==> src/rtl/box_pkg.sv <==
// Shared definitions for the box drawer: FSM states, screen defaults and field widths.
package box_pkg;

  typedef enum logic [1:0] {
    IDLE  = 2'd0,
    DRAW  = 2'd1,
    CLEAR = 2'd2,
    DONE  = 2'd3
  } state_t;

  localparam int SCR_W_DFLT = 160;
  localparam int SCR_H_DFLT = 120;
  localparam int X_W        = 8;
  localparam int Y_W        = 7;

  localparam logic [2:0] BLACK = 3'b000;

endpackage

==> src/rtl/box_drawer_if.sv <==
// Switch/key control inputs and VGA adapter write port of the box drawer.
interface box_drawer_if;
  import box_pkg::*;

  logic [7:0]     data_in;
  logic [2:0]     colour_in;
  logic           ld_x;
  logic           ld_y;
  logic           go;
  logic           clear;
  logic [X_W-1:0] vga_x;
  logic [Y_W-1:0] vga_y;
  logic [2:0]     vga_colour;
  logic           vga_plot;
  logic           busy;
  logic           done;

  modport master (
    output data_in, colour_in, ld_x, ld_y, go, clear,
    input  vga_x, vga_y, vga_colour, vga_plot, busy, done
  );

  modport slave (
    input  data_in, colour_in, ld_x, ld_y, go, clear,
    output vga_x, vga_y, vga_colour, vga_plot, busy, done
  );

endinterface

==> src/rtl/pixel_scan_counter.sv <==
// Row-major 2-D scan counter: cx runs 0..width-1 inside cy 0..height-1, then wraps.
module pixel_scan_counter
  import box_pkg::*;
(
  input  logic           clk,
  input  logic           rst_n,
  input  logic [X_W-1:0] width,
  input  logic [Y_W-1:0] height,
  input  logic           en,
  input  logic           load_zero,
  output logic [X_W-1:0] cx,
  output logic [Y_W-1:0] cy,
  output logic           last
);

  logic row_end;
  logic col_end;

  assign row_end = (cx == width - 1'b1);
  assign col_end = (cy == height - 1'b1);
  assign last    = row_end && col_end;

  // NOTE: sequential state uses non-blocking assignments so every flop samples pre-edge values.
  always_ff @(posedge clk or negedge rst_n) begin
    if (!rst_n) begin
      cx <= '0;
      cy <= '0;
    end else if (load_zero) begin
      cx <= '0;
      cy <= '0;
    end else if (en) begin
      if (row_end) begin
        cx <= '0;
        cy <= col_end ? '0 : cy + 1'b1;
      end else begin
        cx <= cx + 1'b1;
      end
    end
  end

endmodule

==> src/rtl/box_drawer.sv <==
// Draws a clipped BOX_W x BOX_H filled box, one pixel per clock, into the VGA adapter.
// Define CLEAR_SCREEN_EN to add a full-screen black sweep on the clear request.
module box_drawer
  import box_pkg::*;
#(
  parameter int BOX_W = 4,
  parameter int BOX_H = 4,
  parameter int SCR_W = SCR_W_DFLT,
  parameter int SCR_H = SCR_H_DFLT
) (
  input  logic  CLOCK_50,
  input  logic  resetn,
  box_drawer_if.slave bus
);

  state_t         state;
  logic [X_W-1:0] x_reg;
  logic [Y_W-1:0] y_reg;
  logic [2:0]     col_reg;
  logic           final_px;

  logic           start_draw, start_clear, clear_sel, clear_lvl;
  logic           emit, cnt_zero, cnt_last, in_scr;
  logic [X_W-1:0] cnt_w, cx, x_nxt, x_base;
  logic [Y_W-1:0] cnt_h, cy, y_nxt, y_base;
  logic [X_W:0]   sx;
  logic [Y_W:0]   sy;
  logic [2:0]     px_col;

`ifndef CLEAR_SCREEN_EN
  logic unused_clear;
  assign unused_clear = bus.clear;
`endif

  // NOTE: every always_comb output gets a default first, so no path can infer a latch.
  always_comb begin
    start_clear = 1'b0;
    clear_lvl   = 1'b0;
`ifdef CLEAR_SCREEN_EN
    start_clear = (state == IDLE) && bus.clear;
    clear_lvl   = bus.clear;
`endif
    start_draw = (state == IDLE) && bus.go && !start_clear;
    clear_sel  = start_clear || (state == CLEAR);

    // The pixel emitted on the go edge already uses origin values loaded on that same edge.
    x_nxt = bus.ld_x ? bus.data_in      : x_reg;
    y_nxt = bus.ld_y ? bus.data_in[6:0] : y_reg;

    cnt_w  = clear_sel ? X_W'(SCR_W) : X_W'(BOX_W);
    cnt_h  = clear_sel ? Y_W'(SCR_H) : Y_W'(BOX_H);
    x_base = clear_sel ? '0 : ((state == IDLE) ? x_nxt : x_reg);
    y_base = clear_sel ? '0 : ((state == IDLE) ? y_nxt : y_reg);
    px_col = clear_sel ? BLACK : ((state == IDLE) ? bus.colour_in : col_reg);

    sx     = {1'b0, x_base} + {1'b0, cx};
    sy     = {1'b0, y_base} + {1'b0, cy};
    in_scr = (sx < (X_W+1)'(SCR_W)) && (sy < (Y_W+1)'(SCR_H));

    emit     = start_draw || start_clear ||
               (((state == DRAW) || (state == CLEAR)) && !final_px);
    cnt_zero = ((state == IDLE) && !emit) || (state == DONE);
  end

  pixel_scan_counter u_scan (
    .clk       (CLOCK_50),
    .rst_n     (resetn),
    .width     (cnt_w),
    .height    (cnt_h),
    .en        (emit),
    .load_zero (cnt_zero),
    .cx        (cx),
    .cy        (cy),
    .last      (cnt_last)
  );

  // The counter runs one pixel ahead of the output registers; final_px marks that
  // the pixel now on the outputs was the last one of the sweep.
  always_ff @(posedge CLOCK_50 or negedge resetn) begin
    if (!resetn) begin
      state          <= IDLE;
      x_reg          <= '0;
      y_reg          <= '0;
      col_reg        <= '0;
      final_px       <= 1'b0;
      bus.vga_x      <= '0;
      bus.vga_y      <= '0;
      bus.vga_colour <= '0;
      bus.vga_plot   <= 1'b0;
      bus.busy       <= 1'b0;
      bus.done       <= 1'b0;
    end else begin
      bus.vga_plot <= emit && in_scr;
      if (emit) begin
        bus.vga_x      <= sx[X_W-1:0];
        bus.vga_y      <= sy[Y_W-1:0];
        bus.vga_colour <= px_col;
        final_px       <= cnt_last;
      end

      case (state)
        IDLE: begin
          x_reg <= x_nxt;
          y_reg <= y_nxt;
          if (start_clear) begin
            state    <= CLEAR;
            bus.busy <= 1'b1;
          end else if (start_draw) begin
            state    <= DRAW;
            col_reg  <= bus.colour_in;
            bus.busy <= 1'b1;
          end
        end
        DRAW, CLEAR: begin
          if (final_px) begin
            state    <= DONE;
            final_px <= 1'b0;
            bus.busy <= 1'b0;
            bus.done <= 1'b1;
          end
        end
        DONE: begin
          if (!bus.go && !clear_lvl) begin
            state    <= IDLE;
            bus.done <= 1'b0;
          end
        end
        default: state <= IDLE;
      endcase
    end
  end

endmodule

==> src/flat_wrapper.sv <==
// flat-port wrapper written by rule: the top's interface ports become plain ports
module box_drawer_flat import box_pkg::*;
#(
  parameter int BOX_W = 4,
  parameter int BOX_H = 4,
  parameter int SCR_W = SCR_W_DFLT,
  parameter int SCR_H = SCR_H_DFLT
)
  (CLOCK_50, resetn, bus_data_in, bus_colour_in, bus_ld_x, bus_ld_y, bus_go, bus_clear, bus_vga_x, bus_vga_y, bus_vga_colour, bus_vga_plot, bus_busy, bus_done);
  box_drawer_if bus_i ();
  input  logic CLOCK_50;
  input  logic resetn;
  input wire logic [$bits(bus_i.data_in)-1:0] bus_data_in;
  input wire logic [$bits(bus_i.colour_in)-1:0] bus_colour_in;
  input wire logic [$bits(bus_i.ld_x)-1:0] bus_ld_x;
  input wire logic [$bits(bus_i.ld_y)-1:0] bus_ld_y;
  input wire logic [$bits(bus_i.go)-1:0] bus_go;
  input wire logic [$bits(bus_i.clear)-1:0] bus_clear;
  output wire logic [$bits(bus_i.vga_x)-1:0] bus_vga_x;
  output wire logic [$bits(bus_i.vga_y)-1:0] bus_vga_y;
  output wire logic [$bits(bus_i.vga_colour)-1:0] bus_vga_colour;
  output wire logic [$bits(bus_i.vga_plot)-1:0] bus_vga_plot;
  output wire logic [$bits(bus_i.busy)-1:0] bus_busy;
  output wire logic [$bits(bus_i.done)-1:0] bus_done;
  assign bus_i.data_in = bus_data_in;
  assign bus_i.colour_in = bus_colour_in;
  assign bus_i.ld_x = bus_ld_x;
  assign bus_i.ld_y = bus_ld_y;
  assign bus_i.go = bus_go;
  assign bus_i.clear = bus_clear;
  assign bus_vga_x = bus_i.vga_x;
  assign bus_vga_y = bus_i.vga_y;
  assign bus_vga_colour = bus_i.vga_colour;
  assign bus_vga_plot = bus_i.vga_plot;
  assign bus_busy = bus_i.busy;
  assign bus_done = bus_i.done;
  box_drawer #(.BOX_W(BOX_W), .BOX_H(BOX_H), .SCR_W(SCR_W), .SCR_H(SCR_H)) u_core (.CLOCK_50(CLOCK_50), .resetn(resetn), .bus(bus_i));
endmodule
==> config.mk <==
export PLATFORM = sky130hd
export DESIGN_NAME = box_drawer_flat
export DESIGN_NICKNAME = d
export VERILOG_FILES = /design/src/rtl/box_pkg.sv /design/src/rtl/box_drawer_if.sv /design/src/rtl/pixel_scan_counter.sv /design/src/rtl/box_drawer.sv /design/src/flat_wrapper.sv
export SDC_FILE = /design/constraint.sdc
export NUM_CORES = 1
export LEC_CHECK = 0
export BUFFER_PORTS_ARGS = -buffer_cell sky130_fd_sc_hd__buf_2
export CAP_MARGIN = 20
export CORE_MARGIN = 2
export CORE_UTILIZATION = 58
export CTS_CLUSTER_DIAMETER = 200
export DETAILED_ROUTE_END_ITERATION = 8
export GPL_TIMING_DRIVEN = 0
export HOLD_SLACK_MARGIN = 0.05
export PLACE_DENSITY = 0.88
export SETUP_SLACK_MARGIN = 0.5
export SLEW_MARGIN = 20
export SYNTH_ARGS = -nofsm -noshare
export SYNTH_HDL_FRONTEND = slang
export SYNTH_HIERARCHICAL = 1
export SYNTH_SLANG_ARGS = --single-unit
==> constraint.sdc <==
create_clock -name CLOCK_50 -period 7.8 [get_ports CLOCK_50]
set_input_delay 1.17 -clock CLOCK_50 [delete_from_list [all_inputs] [get_ports CLOCK_50]]
set_output_delay 1.17 -clock CLOCK_50 [all_outputs]
set_load 0.02 [all_outputs]
==> results of run 1 <==
==> final cells by class <==
type	instances	area, sq um
buffer	9	36.3
clock buffer	13	169
clock inverter	2	12.5
fill	416	1790
inverter	22	82.6
multi-input combinational	321	2200
sequential	57	1430
tap	75	93.8
timing repair buffer	36	183
==> power by group <==
part           switching [mW]  leakage [nW]  internal, mW
Sequential             0.0904         0.692         0.431
Clock                   0.108        0.0915         0.139
Combinational           0.537          1.16         0.384
Total                   0.736          1.95         0.954
==> cells in the final DEF (no fill, tap or decap), types with 5 or more instances in the layout <==
master and count:
a21oi_1 21, mux2i_1 7, clkbuf_1 8, nor3_1 10, and2_1 13, ha_1 23
and3_1 6, xor2_1 13, buf_2 37, nand4b_1 7, nand3_1 7, dfrtp_1 57
o21ai_0 27, inv_1 21, mux2_2 17, nor2_1 22, xnor2_1 17, nand2b_1 5
conb_1 27, clkbuf_8 12, a31oi_1 9, nand2_1 42
==> cells by family after synthesis <==
kind of cell,Yosys count
and+or+nand+nor,130
AOI/OAI and AO/OA,85
DFF,57
buffers and inverters,31
xor gates and xnor gates,30
adders and majority gates,25
muxes,24
other,1
==> metrics by stage <==
stage / setup slack (ns) / power [mW]
finish: 3.54 / 1.69
global route: 3.23 / 1.82
CTS: 3.57 / 1.69
detailed placement: 3.62 / 1.42
global placement: 3.78 / 1.37
floorplan: 4.42 / 1.19
==> worst max-delay path: stages, from the launching register on <==
cell and delay, ns:
dfrtp_1 0.42, inv_1 0.11, ha_1 0.68, inv_1 0.26, clkbuf_1 0.46, or4_1 0.61
or3_4 0.35, a2111oi_4 0.56, nand3_4 0.23, nor2_1 0.25, mux2i_1 0.10, o21ai_0 0.15
==> per-layer routing <==
metal  wire, um  share of wire, %  vias up
met3        438               5.3       22
met4        217               2.6        0
met1       3480                42     1499
met2       4120                50      112
li1           -                 -     1491
met5          0                 0        -
==> path summary, 6_finish.rpt <==
check | cells past startpoint | to | from
worst min register to register | 2 | u_core/bus.vga_y[0] | u_core/bus.vga_y[0]
worst max register to register | 11 | u_core/final_px | u_core/state[0]
max in group asynchronous | 1 | u_core/bus.vga_x[3] | resetn
worst min-delay path | 2 | u_core/bus.vga_y[0] | u_core/bus.vga_y[0]
worst max-delay path | 11 | u_core/final_px | u_core/state[0]
min in group asynchronous | 1 | u_core/col_reg[2] | resetn
==> results.py, run 1 <==
metrics = {
    "outcome": {
        "outcome": "completed",
    },
    "layout": {
        "final_cells": 535,
        "n_antenna_cell": 0,
        "post-route-util_pct": 70.1,
        "syn2layout_area_growth_pct": 15.2,
        "drive_gt1_share_pct": 16.7,
        "nets": 498,
        "final_area_sq_mm": 0.00420,
    },
    "synthesis": {
        "synthesis.area_sq_mm": 0.00364,
        "synth_mux_area_share_pct": 7.18,
        "synth-simple-area-share_pct": 18.6,
        "synth_compound_area_share_pct": 15.5,
        "synth_fa_ha_area_share_pct": 9.00,
        "yosysWarnings": 6,
        "async_reset_ff_share_pct": 100,
        "synth_seq_cells": 57,
        "synth_xor_xnor_area_share_pct": 7.21,
        "synth_top_family_by_area": "simple AND/OR/NAND/NOR gates",
        "avgSynthCellArea_sq_um": 9.51,
        "synth_edf_count": 0,
        "synth_most_common_cell": "dfrtp_1",
        "synthFlopType": "dfrtp_1",
        "netlist_top_cells_count": "dfrtp_1, nand2_1, o21ai_0",
        "synth_top_cell_by_area": "dfrtp_1",
        "synth_top_area_share_pct": 39.1,
        "syn_inst": 383,
        "netlist-cell-type-count": 53,
        "seq_area_frac_synth_pct": 39.1,
        "ys_top_cells_by_area": "dfrtp_1, ha_1, mux2_2",
    },
    "setup_path": {
        "worstSetupPathType": "register to register",
        "critPathArrivalTime_ns": 4.50,
        "rrSetupSlack_ns": 3.54,
        "worst_setup_path_start_kind": "register",
        "crit_path_max_fanout": 20,
        "cp-end-kind": "register",
        "cp.required_ns": 8.05,
    },
    "die": {
        "die_h_um": 83.3,
        "core_area_sq_mm": 0.00599,
        "die_w_um": 83.3,
        "num_rows": 28,
        "initial_core_util_pct": 60.8,
        "pin_count": 38,
        "die_area_sq_mm": 0.00693,
    },
    "route": {
        "vias": 3124,
        "antenna_left": 0,
        "drt_wl_total_um": 8260,
        "avgViaCountPerCell": 5.84,
        "drt_iter0_drc": 199,
        "route.detailed.drc": 0,
        "first_pass_iters": 5,
        "routedWlPerCell_um": 15.4,
    },
    "clock_tree": {
        "cts_hold_buf": 0,
        "cts_made_buffers": 9,
        "cts_tree": "built",
        "clk_path_buf_depth": 2,
        "clock_sinks": 57,
        "clock_latency_ns": 0.33,
        "clk_pin_slew_worst_paths_ns": 0.06,
        "htree_levels": 3,
        "cts_resized": 0,
        "postCtsSetupBuffers": 0,
        "cts_root_buf": "clkbuf_8",
    },
    "place": {
        "numPortBuffers": 36,
        "gp_congestion": 0.854,
        "dpl-instance-area_sq_mm": 0.00402,
        "hpwlAfterDp_um": 6140,
        "dpl.cell_count": 520,
    },
    "power_and_ir_drop": {
        "p_leak_nw": 1.95,
        "max-vdd-ir-drop_mv": 0.295,
        "power.density_mw_per_mm2": 403,
    },
    "timing": {
        "hold_viol_final": 0,
        "clock_skew_ns": 0.00615,
        "setup_viol": 0,
        "tns_ns": 0,
        "rsz0062_at_grt": "false",
        "clock.fmax_mhz": 235,
        "min_period_ns": 4.26,
        "maxSlewViolCount": 0,
        "final.period_utilization_pct": 54.6,
        "maxSlewHeadroom_pct": 40.0,
        "holdWs_ns": 0.470,
        "worst_slew_pin_slew_ns": 0.900,
    },
    "global_route": {
        "grt_usage_pct": 24.4,
        "overflow": 0,
        "antenna_found_initial": 0,
        "first_global_vias": 2996,
        "met3_usage_pct": 5.17,
        "busiest_layer": "met2",
        "grt_pass1_wl_um": 13700,
        "met2_usage_pct": 40.3,
        "use_met1_pct": 30.0,
        "grt_max_degree": 58,
    },
    "hold_path": {
        "hp-class": "register to register",
    },
    "flow_run": {
        "max_cap_violations": 0,
    },
}
(Power assumes the default switching activity.)
==> inputs of run 2 (changes only) <==
==> constraint.sdc (replaced) <==
create_clock -name CLOCK_50 -period 4.5 [get_ports CLOCK_50]
set_input_delay 0.675 -clock CLOCK_50 [delete_from_list [all_inputs] [get_ports CLOCK_50]]
set_output_delay 0.675 -clock CLOCK_50 [all_outputs]
set_load 0.02 [all_outputs]
==> run 2 against run 1 <==
Compared with the run above: non-clock buffer count did not move; first-iteration DRC count is 3.5% lower; die area did not move; worst setup slack worse by 2.7 ns; global-route usage did not move; total power increased by 74%; register-to-register slack lost 2.7 ns; clock-buffer cell count unchanged; routed wire length grew 1.7%; combinational power up 75%; largest cell class unchanged; largest power group unchanged; highest routed layer unchanged.
==> results.py, run 2 (synthesized netlist as in run 1, its figures left out) <==
metrics = {
    "outcome": {
        "outcome": "completed",
    },
    "clock_tree": {
        "clock_sinks": 57,
        "clock_latency_ns": 0.33,
        "clk_path_buf_depth": 2,
        "postCtsSetupBuffers": 0,
        "cts_tree": "built",
        "htree_levels": 3,
        "clk_pin_slew_worst_paths_ns": 0.06,
        "cts_made_buffers": 9,
        "cts_root_buf": "clkbuf_8",
    },
    "layout": {
        "drive_gt1_share_pct": 17.2,
        "nets": 498,
        "n_antenna_cell": 0,
        "layout_common_cells": "dfrtp_1, nand2_1, buf_2",
        "syn2layout_area_growth_pct": 15.6,
        "final_common_cell": "dfrtp_1",
    },
    "power_and_ir_drop": {
        "max-vdd-ir-drop_mv": 0.513,
        "p_leak_nw": 1.94,
        "finalPower_mw": 2.95,
        "power.density_mw_per_mm2": 700,
    },
    "setup_path": {
        "rrSetupSlack_ns": 0.85,
        "crit_path_max_fanout": 20,
        "timing.critical_path.mode_cell": "inv_1",
        "path_cells": "inv_1 > ha_4 > inv_1 > clkbuf_2 > or4_1 > or3_4 > a2111oi_4 > nand3_4 > nor2_1 > mux2i_1 > o21ai_0",
        "crit_path_top_delay_cell": "or4_1",
        "cp-end-kind": "register",
        "cp.required_ns": 4.75,
        "worstSetupPathType": "register to register",
        "worst_setup_path_start_kind": "register",
        "critPathArrivalTime_ns": 3.90,
        "slowest_delay_ns": 0.56,
    },
    "timing": {
        "clock_skew_ns": 0.00597,
        "tns_ns": 0,
        "min_period_ns": 3.65,
        "setup_viol": 0,
        "maxSlewViolCount": 0,
        "worst_slew_pin_slew_ns": 0.709,
        "final.period_utilization_pct": 81.2,
        "holdWs_ns": 0.390,
        "rsz0062_at_grt": "false",
        "clock.fmax_mhz": 274,
        "hold_viol_final": 0,
        "maxSlewHeadroom_pct": 52.7,
    },
    "flow_run": {
        "max_cap_violations": 0,
    },
    "route": {
        "drt_wl_total_um": 8400,
        "first_pass_iters": 5,
        "drt_iter0_drc": 192,
        "route.detailed.drc": 0,
        "antenna_left": 0,
        "avgViaCountPerCell": 5.85,
        "vias": 3132,
        "routedWlPerCell_um": 15.7,
    },
    "die": {
        "num_rows": 28,
        "initial_core_util_pct": 60.8,
        "core_area_sq_mm": 0.00599,
        "die_area_sq_mm": 0.00693,
        "die_h_um": 83.3,
        "die_w_um": 83.3,
        "pin_count": 38,
    },
    "place": {
        "numPortBuffers": 36,
        "hpwlAfterDp_um": 6140,
        "gp_congestion": 0.854,
    },
    "global_route": {
        "grt_max_degree": 58,
        "grt_pass1_wl_um": 13700,
        "first_global_vias": 2996,
        "overflow": 0,
        "antenna_found_initial": 0,
        "grt_usage_pct": 24.4,
    },
    "hold_path": {
        "hp-class": "input pin to asynchronous set/reset pin",
    },
}
==> run 2: changes by cell type in the layout (fill, tap and decap cells not counted) <==
cell      change
clkbuf_1      -1
clkbuf_2      +1
ha_1          -1
ha_4          +1
==> run 2: worst paths after layout <==
kind / depth (start not counted) / from / endpoint
setup / recovery: 11 / u_core/state[0] / u_core/final_px
hold / removal: 1 / resetn / u_core/col_reg[2]
setup reg to reg: 11 / u_core/state[0] / u_core/final_px
hold reg to reg: 2 / u_core/bus.vga_y[0] / u_core/bus.vga_y[0]
max in group asynchronous: 1 / resetn / u_core/bus.vga_x[3]
min in group CLOCK_50: 2 / u_core/bus.vga_y[0] / u_core/bus.vga_y[0]
==> run 2: cell type report <==
cell class	count	area (sq um)
multi-input combinational	321	2210
fill	412	1780
sequential	57	1430
timing repair buffer	36	183
clock buffer	13	169
tap	75	93.8
inverter	22	82.6
buffer	9	37.5
clock inverter	2	12.5
==> run 2: metal layers <==
metal	vias up	part of all wire (%)	wire length (um)	GRT usage (%)
met5	-	0	0	0
met4	0	3.5	291	12.5
met3	32	5.3	441	5.17
met2	115	49	4080	40.3
met1	1494	43	3580	30.0
li1	1491	-	-	-
==> run 2: power by group <==
part | total (mW) | switching [mW] | internal (mW)
clock | 0.430 | 0.189 | 0.241
sequential | 0.906 | 0.159 | 0.748
combinational | 1.61 | 0.947 | 0.666
==> run 2: worst max-delay path: cells and delay by family, from the launching register on <==
| kind | cells | cell delay [ns] |
|---|---|---|
| fa+ha+maj | 1 | 0.31 |
| simple gates | 4 | 1.38 |
| buf+inv | 3 | 0.64 |
| compound gates | 2 | 0.71 |
| flops | 1 | 0.42 |
| mux | 1 | 0.10 |
==> run 2: per-stage QoR <==
step                      area (sq um)  utilization, %  setup slack, ns  instances
after floorplan                   3740               -             1.12        409
after global placement            4020            67.0            0.483        520
after detailed placement          4020            67.1            0.325        520
after CTS                         4200            70.1            0.562        535
after global routing              4210            70.3            0.622        535
final                             4210            70.3            0.848        535
==> run 2: what timing repair did <==
| item | in CTS | in global routing |
|---|---|---|
| hold buffers | 0 | 0 |
| resized for setup | 1 | 4 |
| hold endpoints to repair | 0 | 0 |
| endpoints found under the setup margin | 9 | 7 |
| gates cloned | 0 | 0 |
